[src/rtl/set_sequencer.sv]
// set_sequencer
// Turns the four debounced clock-setting buttons into a mode/position state
// machine. Emits single-cycle increment pulses for the time counters and the
// alarm registers. Drives a per-digit blank mask for the display blink.
//
// Ports:
//   clk          system clock
//   rst          synchronous, active-high reset
//   i_sw0        mode button (1 = pressed)
//   i_sw1        position button
//   i_sw2        increment button (auto-repeats while held)
//   i_sw3        alarm-enable toggle button
//   o_mode       0 = CLOCK, 1 = TIME_SET, 2 = ALARM_SET
//   o_position   0 = sec, 1 = min, 2 = hour
//   o_inc_time   one-hot {hour,min,sec} increment pulse to the time counters
//   o_inc_alarm  one-hot {hour,min,sec} increment pulse to the alarm registers
//   o_alarm_en   alarm enable
//   o_blank      one-hot {hour,min,sec} digit-pair blank mask
module set_sequencer #(
  parameter logic [31:0] BLINK_DIV   = 32'd25_000_000,
  parameter logic [31:0] TIMEOUT     = 32'd500_000_000,
  parameter logic [31:0] REPEAT_DLY  = 32'd50_000_000,
  parameter logic [31:0] REPEAT_RATE = 32'd10_000_000
) (
  input  logic       clk,
  input  logic       rst,
  input  logic       i_sw0,
  input  logic       i_sw1,
  input  logic       i_sw2,
  input  logic       i_sw3,
  output logic [1:0] o_mode,
  output logic [1:0] o_position,
  output logic [2:0] o_inc_time,
  output logic [2:0] o_inc_alarm,
  output logic       o_alarm_en,
  output logic [2:0] o_blank
);

  typedef enum logic [1:0] {
    MODE_CLOCK     = 2'd0,
    MODE_TIME_SET  = 2'd1,
    MODE_ALARM_SET = 2'd2
  } mode_t;

  mode_t       mode, mode_n;
  logic [1:0]  position_n;
  logic [3:0]  sw, prev_sw, press;
  logic        alarm_en_n;
  logic [2:0]  inc_time_n, inc_alarm_n, blank_n;
  logic [31:0] idle_cnt, idle_n;
  logic [31:0] hold_cnt, hold_n;
  logic [31:0] blink_cnt, blink_n;
  logic        held, held_n;
  logic        repeating, repeating_n;
  logic        phase, phase_n;
  logic        set_mode, repeat_due, pulse, restart_blink;

  assign sw       = {i_sw3, i_sw2, i_sw1, i_sw0};
  assign press    = sw & ~prev_sw;
  assign set_mode = (mode != MODE_CLOCK);
  assign o_mode   = mode;

  always_comb begin
    // NOTE: every variable gets a default first; a path that leaves one
    // unassigned would infer a latch.
    mode_n        = mode;
    position_n    = o_position;
    alarm_en_n    = o_alarm_en ^ press[3];
    inc_time_n    = 3'b000;
    inc_alarm_n   = 3'b000;
    idle_n        = idle_cnt + 32'd1;
    hold_n        = 32'd0;
    held_n        = 1'b0;
    repeating_n   = 1'b0;
    repeat_due    = 1'b0;
    pulse         = 1'b0;
    restart_blink = 1'b0;
    blink_n       = blink_cnt + 32'd1;
    phase_n       = phase;

    // Repeat schedule runs independently of the press priority chain: a
    // higher-priority action in a due cycle swallows that pulse only.
    if (held && sw[2]) begin
      held_n      = 1'b1;
      repeating_n = repeating;
      if ((!repeating && hold_cnt == REPEAT_DLY - 32'd1) ||
          ( repeating && hold_cnt == REPEAT_RATE - 32'd1)) begin
        repeat_due  = 1'b1;
        repeating_n = 1'b1;
        hold_n      = 32'd0;
      end else begin
        hold_n = hold_cnt + 32'd1;
      end
    end

    if (press[0]) begin
      case (mode)
        MODE_CLOCK:    mode_n = MODE_TIME_SET;
        MODE_TIME_SET: mode_n = MODE_ALARM_SET;
        default:       mode_n = MODE_CLOCK;
      endcase
      position_n    = 2'd0;
      held_n        = 1'b0;
      hold_n        = 32'd0;
      repeating_n   = 1'b0;
      idle_n        = 32'd0;
      restart_blink = 1'b1;
    end else if (set_mode && idle_cnt == TIMEOUT - 32'd1) begin
      mode_n      = MODE_CLOCK;
      position_n  = 2'd0;
      held_n      = 1'b0;
      hold_n      = 32'd0;
      repeating_n = 1'b0;
    end else if (set_mode && press[1]) begin
      position_n    = (o_position == 2'd2) ? 2'd0 : o_position + 2'd1;
      idle_n        = 32'd0;
      restart_blink = 1'b1;
    end else if (set_mode && press[2]) begin
      pulse       = 1'b1;
      held_n      = 1'b1;
      hold_n      = 32'd0;
      repeating_n = 1'b0;
      idle_n      = 32'd0;
    end else if (repeat_due) begin
      pulse  = 1'b1;
      idle_n = 32'd0;
    end

    if (press[3]) idle_n = 32'd0;

    if (pulse) begin
      if (mode == MODE_TIME_SET) inc_time_n  = 3'b001 << o_position;
      else                       inc_alarm_n = 3'b001 << o_position;
    end

    if (restart_blink) begin
      blink_n = 32'd0;
      phase_n = 1'b1;
    end else if (blink_cnt == BLINK_DIV - 32'd1) begin
      blink_n = 32'd0;
      phase_n = ~phase;
    end

    // Clock mode parks every counter so the next set session starts clean.
    if (mode_n == MODE_CLOCK) begin
      idle_n      = 32'd0;
      hold_n      = 32'd0;
      held_n      = 1'b0;
      repeating_n = 1'b0;
      blink_n     = 32'd0;
      phase_n     = 1'b1;
    end

    // The edited digit stays lit while sw2 is held so increments are visible.
    blank_n = (mode_n != MODE_CLOCK && !phase_n && !held_n) ?
              (3'b001 << position_n) : 3'b000;
  end

  always_ff @(posedge clk) begin
    // NOTE: non-blocking assignments so every register samples the
    // pre-edge values, independent of statement order.
    if (rst) begin
      mode        <= MODE_CLOCK;
      o_position  <= 2'd0;
      o_inc_time  <= 3'b000;
      o_inc_alarm <= 3'b000;
      o_alarm_en  <= 1'b0;
      o_blank     <= 3'b000;
      prev_sw     <= 4'b1111;
      idle_cnt    <= 32'd0;
      hold_cnt    <= 32'd0;
      blink_cnt   <= 32'd0;
      held        <= 1'b0;
      repeating   <= 1'b0;
      phase       <= 1'b1;
    end else begin
      mode        <= mode_n;
      o_position  <= position_n;
      o_inc_time  <= inc_time_n;
      o_inc_alarm <= inc_alarm_n;
      o_alarm_en  <= alarm_en_n;
      o_blank     <= blank_n;
      prev_sw     <= sw;
      idle_cnt    <= idle_n;
      hold_cnt    <= hold_n;
      blink_cnt   <= blink_n;
      held        <= held_n;
      repeating   <= repeating_n;
      phase       <= phase_n;
    end
  end

endmodule

[config.mk]
export PLATFORM = sky130hd
export DESIGN_NAME = set_sequencer
export DESIGN_NICKNAME = d
export VERILOG_FILES = /design/src/rtl/set_sequencer.sv
export SDC_FILE = /design/constraint.sdc
export NUM_CORES = 1
export LEC_CHECK = 0
export ABC_AREA = 1
export BUFFER_PORTS_ARGS = -buffer_cell sky130_fd_sc_hd__buf_2
export CORE_UTILIZATION = 49
export DETAILED_ROUTE_END_ITERATION = 10
export GPL_ROUTABILITY_DRIVEN = 0
export PLACE_DENSITY = 0.65
export SYNTH_ARGS = -nofsm -noshare
export SYNTH_HDL_FRONTEND = slang
export SYNTH_SLANG_ARGS = --single-unit
[constraint.sdc]
create_clock -name clk -period 4.2 [get_ports clk]
set_input_delay 0.42 -clock clk [delete_from_list [all_inputs] [get_ports clk]]
set_output_delay 0.42 -clock clk [all_outputs]
set_load 0.005 [all_outputs]
==> summary.md <==
| Metric | Value |
|---|---|
| Fmax | 437 MHz |
| First-pass GRT wire length | 23.9 mm |
| Die footprint | 13400 sq um |
| DR DRC count | 0 |
| Port bufs | 19 |
| Status | finished clean |
| Final ANT Viol Nets | 0 |
| Chip Width | 116 um |
| GRT Resource Usage Total | 22.8% |
| Drt wl/cell | 11.8 um |
| Skew-Pair Late Insertion Delay | 420 ps |
| Clk sinks | 117 |
| Final instance area | 7170 sq um |
| Initial core utilization | 50.3% |
| Xor/xnor share of the synthesized area | 7.59% |
| Synth area leaders | dfxtp_1, nand2_1, nor2_1 |
| Diodes inserted | 0 |
| Vias | 5637 |
| GR Overflow Total | 0 |
| # resized after CTS | 0 |
| Async set-reset flop share out of synthesis | 0% |
| EDFF count, synth | 0 |
| Core Region | 12600 sq um |
| Final Slew Violations | 0 |
| Crit Path Category | register to register |
| Tcrit/Tclk final | 54.5% |
| # fillers | 1269 |
| Mux cell area share after synthesis | 0% |
| Total Nets Final | 987 |
| Min-Delay Path Class | input port to register |
| Synth Net Count | 962 |
| Initial DRC count | 406 |
| Clock Tree Buf Depth | 2 |
| Setup Fix Bufs, Post-CTS | 0 |
| Setup TNS | 0 ps |
| Hold_sp | i_sw0 |
| Synthesized-area fraction occupied by adder cells | 0.591% |
| RR Startpoint | o_mode[0] |
| Ys flop type | dfxtp_1 |
| Pre-Repair DR Iteration Count | 5 |
| Clock skew | 10.1 ps |
| Data required time of the worst path | 4550 ps |
| Largest net degree at the start of global routing | 33 |
| Hpwl dp | 10.1 mm |
| Compound-cell area share of the yosys netlist | 1.71% |
| Reg clk slew, reported paths | 50 ps |
| Final core occ | 56.8% |
| Vias per Instance | 4.85 |
| Simple-gate portion of the synthesized area | 44.2% |
| Hold-fix buffers, CTS | 0 |
| Max-Cap Viols | 0 |
| Startpoint types | register |
| Number of antenna violations at the first check in global routing | 0 |
| Proportion of layout cells with a drive suffix above 1 | 11.4% |
| Die Ht | 116 um |
| RSZ-0062 raised after global routing | false |
| Cell Area, Placed | 6560 sq um |
| Average cell area after synthesis | 6.66 sq um |
| Yosys reg bits | 117 |
| Unique masters post-synth | 34 |
| Synthesis Warnings | 0 |
| Final Hold Viols | 0 |
| Crit. End Element | register |
| Power Density | 369 nW/um^2 |
| Num rows | 41 |
| Num CTS Buffers | 17 |
| Setup WS pre-CTS | 1880 ps |
| Cells after Synth | 953 |
| Worst-Margin Slew | 657 ps |
| Register area share after synthesis | 36.9% |
| Synth area leader | dfxtp_1 |
| Crit path from | o_mode[0] |
| Arr. time, crit path | 2630 ps |
| Final Setup Violations | 0 |
| Min cycle time layout | 2290 ps |
| Root cell of the clock tree | clkbuf_16 |
| Main combinational cell family by area after synthesis | simple AND/OR/NAND/NOR gates |
| Top cell type's share of synthesized area | 36.9% |
| DRT Wirelength | 13.7 mm |
| Crit-path max FO | 32 |
| Worst vdd ir | 0.324 mV |
| H-Tree Depth | 4 |
| Slew headroom | 56.1% |
| Number of global-route vias before repair | 5213 |
| TritonCTS clock tree | done |
| PnR worst setup slack | 1910 ps |
| Cell area after synthesis | 6350 sq um |
| P_leak | 0.00257 uW |
| IO Pins | 20 |
| Area growth syn-to-layout | 12.9% |
-- cell usage after synthesis, drive strengths merged (6+ instances only) --
master  instances
nand2         216
dfxtp         117
nor2          243
nand3          67
or2             6
nand4          29
nor3           49
o21ai           9
nand3b          6
xor2           39
inv           125
xnor2          16
buf            13
-- state kept, by name, summed over array words and instances, names as in the netlist --
register	cells
o_inc_time	3
blink_cnt	32
prev_sw	4
held	1
o_blank	3
repeating	1
phase	1
hold_cnt	32
o_inc_alarm	3
o_alarm_en	1
o_position	2
idle_cnt	32
o_mode	2
-- critical path, cell delays in order (launching register included) --
cell,delay (ps)
dfxtp_1,340
nor2_1,230
inv_1,170
nand2_1,310
inv_1,180
nand2_2,130
nand2_1,70
nor2_2,130
nand3_4,440
nor2_1,210
-- placed cells by master, fill, tap and decap left out, types with 4 or more instances in the layout --
| master | count |
|---|---|
| inv_1 | 123 |
| nand2_1 | 207 |
| o21ai_0 | 8 |
| nand2_2 | 8 |
| nor2_1 | 202 |
| or2_2 | 6 |
| nor3_1 | 48 |
| nand3b_1 | 6 |
| nand4_1 | 28 |
| dfxtp_1 | 117 |
| buf_2 | 19 |
| clkbuf_16 | 17 |
| xor2_1 | 39 |
| nor2_2 | 38 |
| xnor2_1 | 16 |
| nand3_1 | 63 |
| clkinv_2 | 5 |
| clkbuf_8 | 4 |
-- logic make-up after synthesis --
kind of cell / count (synthesis)
AO/OA/AOI/OAI: 18
XOR/XNOR: 55
adder cells (fa/ha/maj): 3
buffers and inverters: 138
flip-flops: 117
AND/OR/NAND/NOR: 622
-- where the power goes --
| group | switching [uW] | leakage [uW] | internal, uW |
|---|---|---|---|
| clock network | 496 | 0.000307 | 990 |
| logic | 29.3 | 0.00132 | 10.1 |
| registers | 2.53 | 0.000944 | 1120 |
-- metrics by stage --
step	power [uW]	hold WS, ps	std cells
4_1_cts	2670	174	1163
5_1_grt	2740	185	1163
3_3_place_gp	1180	437	1131
3_5_place_dp	1180	442	1131
6_report	2640	181	1163
2_1_floorplan	1170	418	953
-- metal layers --
metal / global-route usage (%) / wire [um] / part of all wire, %
met5: 0 / 0 / 0
met4: 8.63 / 365 / 2.7
met3: 6.85 / 508 / 3.7
met2: 36.3 / 6270 / 46
met1: 29.0 / 6550 / 48
-- final timing paths --
check	slack, ps	cells after the start	to
worst max-delay path	1910	9	blink_cnt[4]
worst min-delay path	180	3	prev_sw[0]
worst max register to register	1910	9	blink_cnt[4]
worst min register to register	450	1	hold_cnt[0]
-- area by class of cell --
cell class | instances | area, sq um | area share [%]
Multi-Input combinational cell | 698 | 3440 | 47.9
Sequential cell | 117 | 2340 | 32.7
Clock buffer | 23 | 488 | 6.81
Inverter | 125 | 469 | 6.54
Tap cell | 172 | 215 | 3.00
Clock inverter | 9 | 124 | 1.73
Timing Repair Buffer | 19 | 95.1 | 1.33
Power figures use the tool's default switching activity.
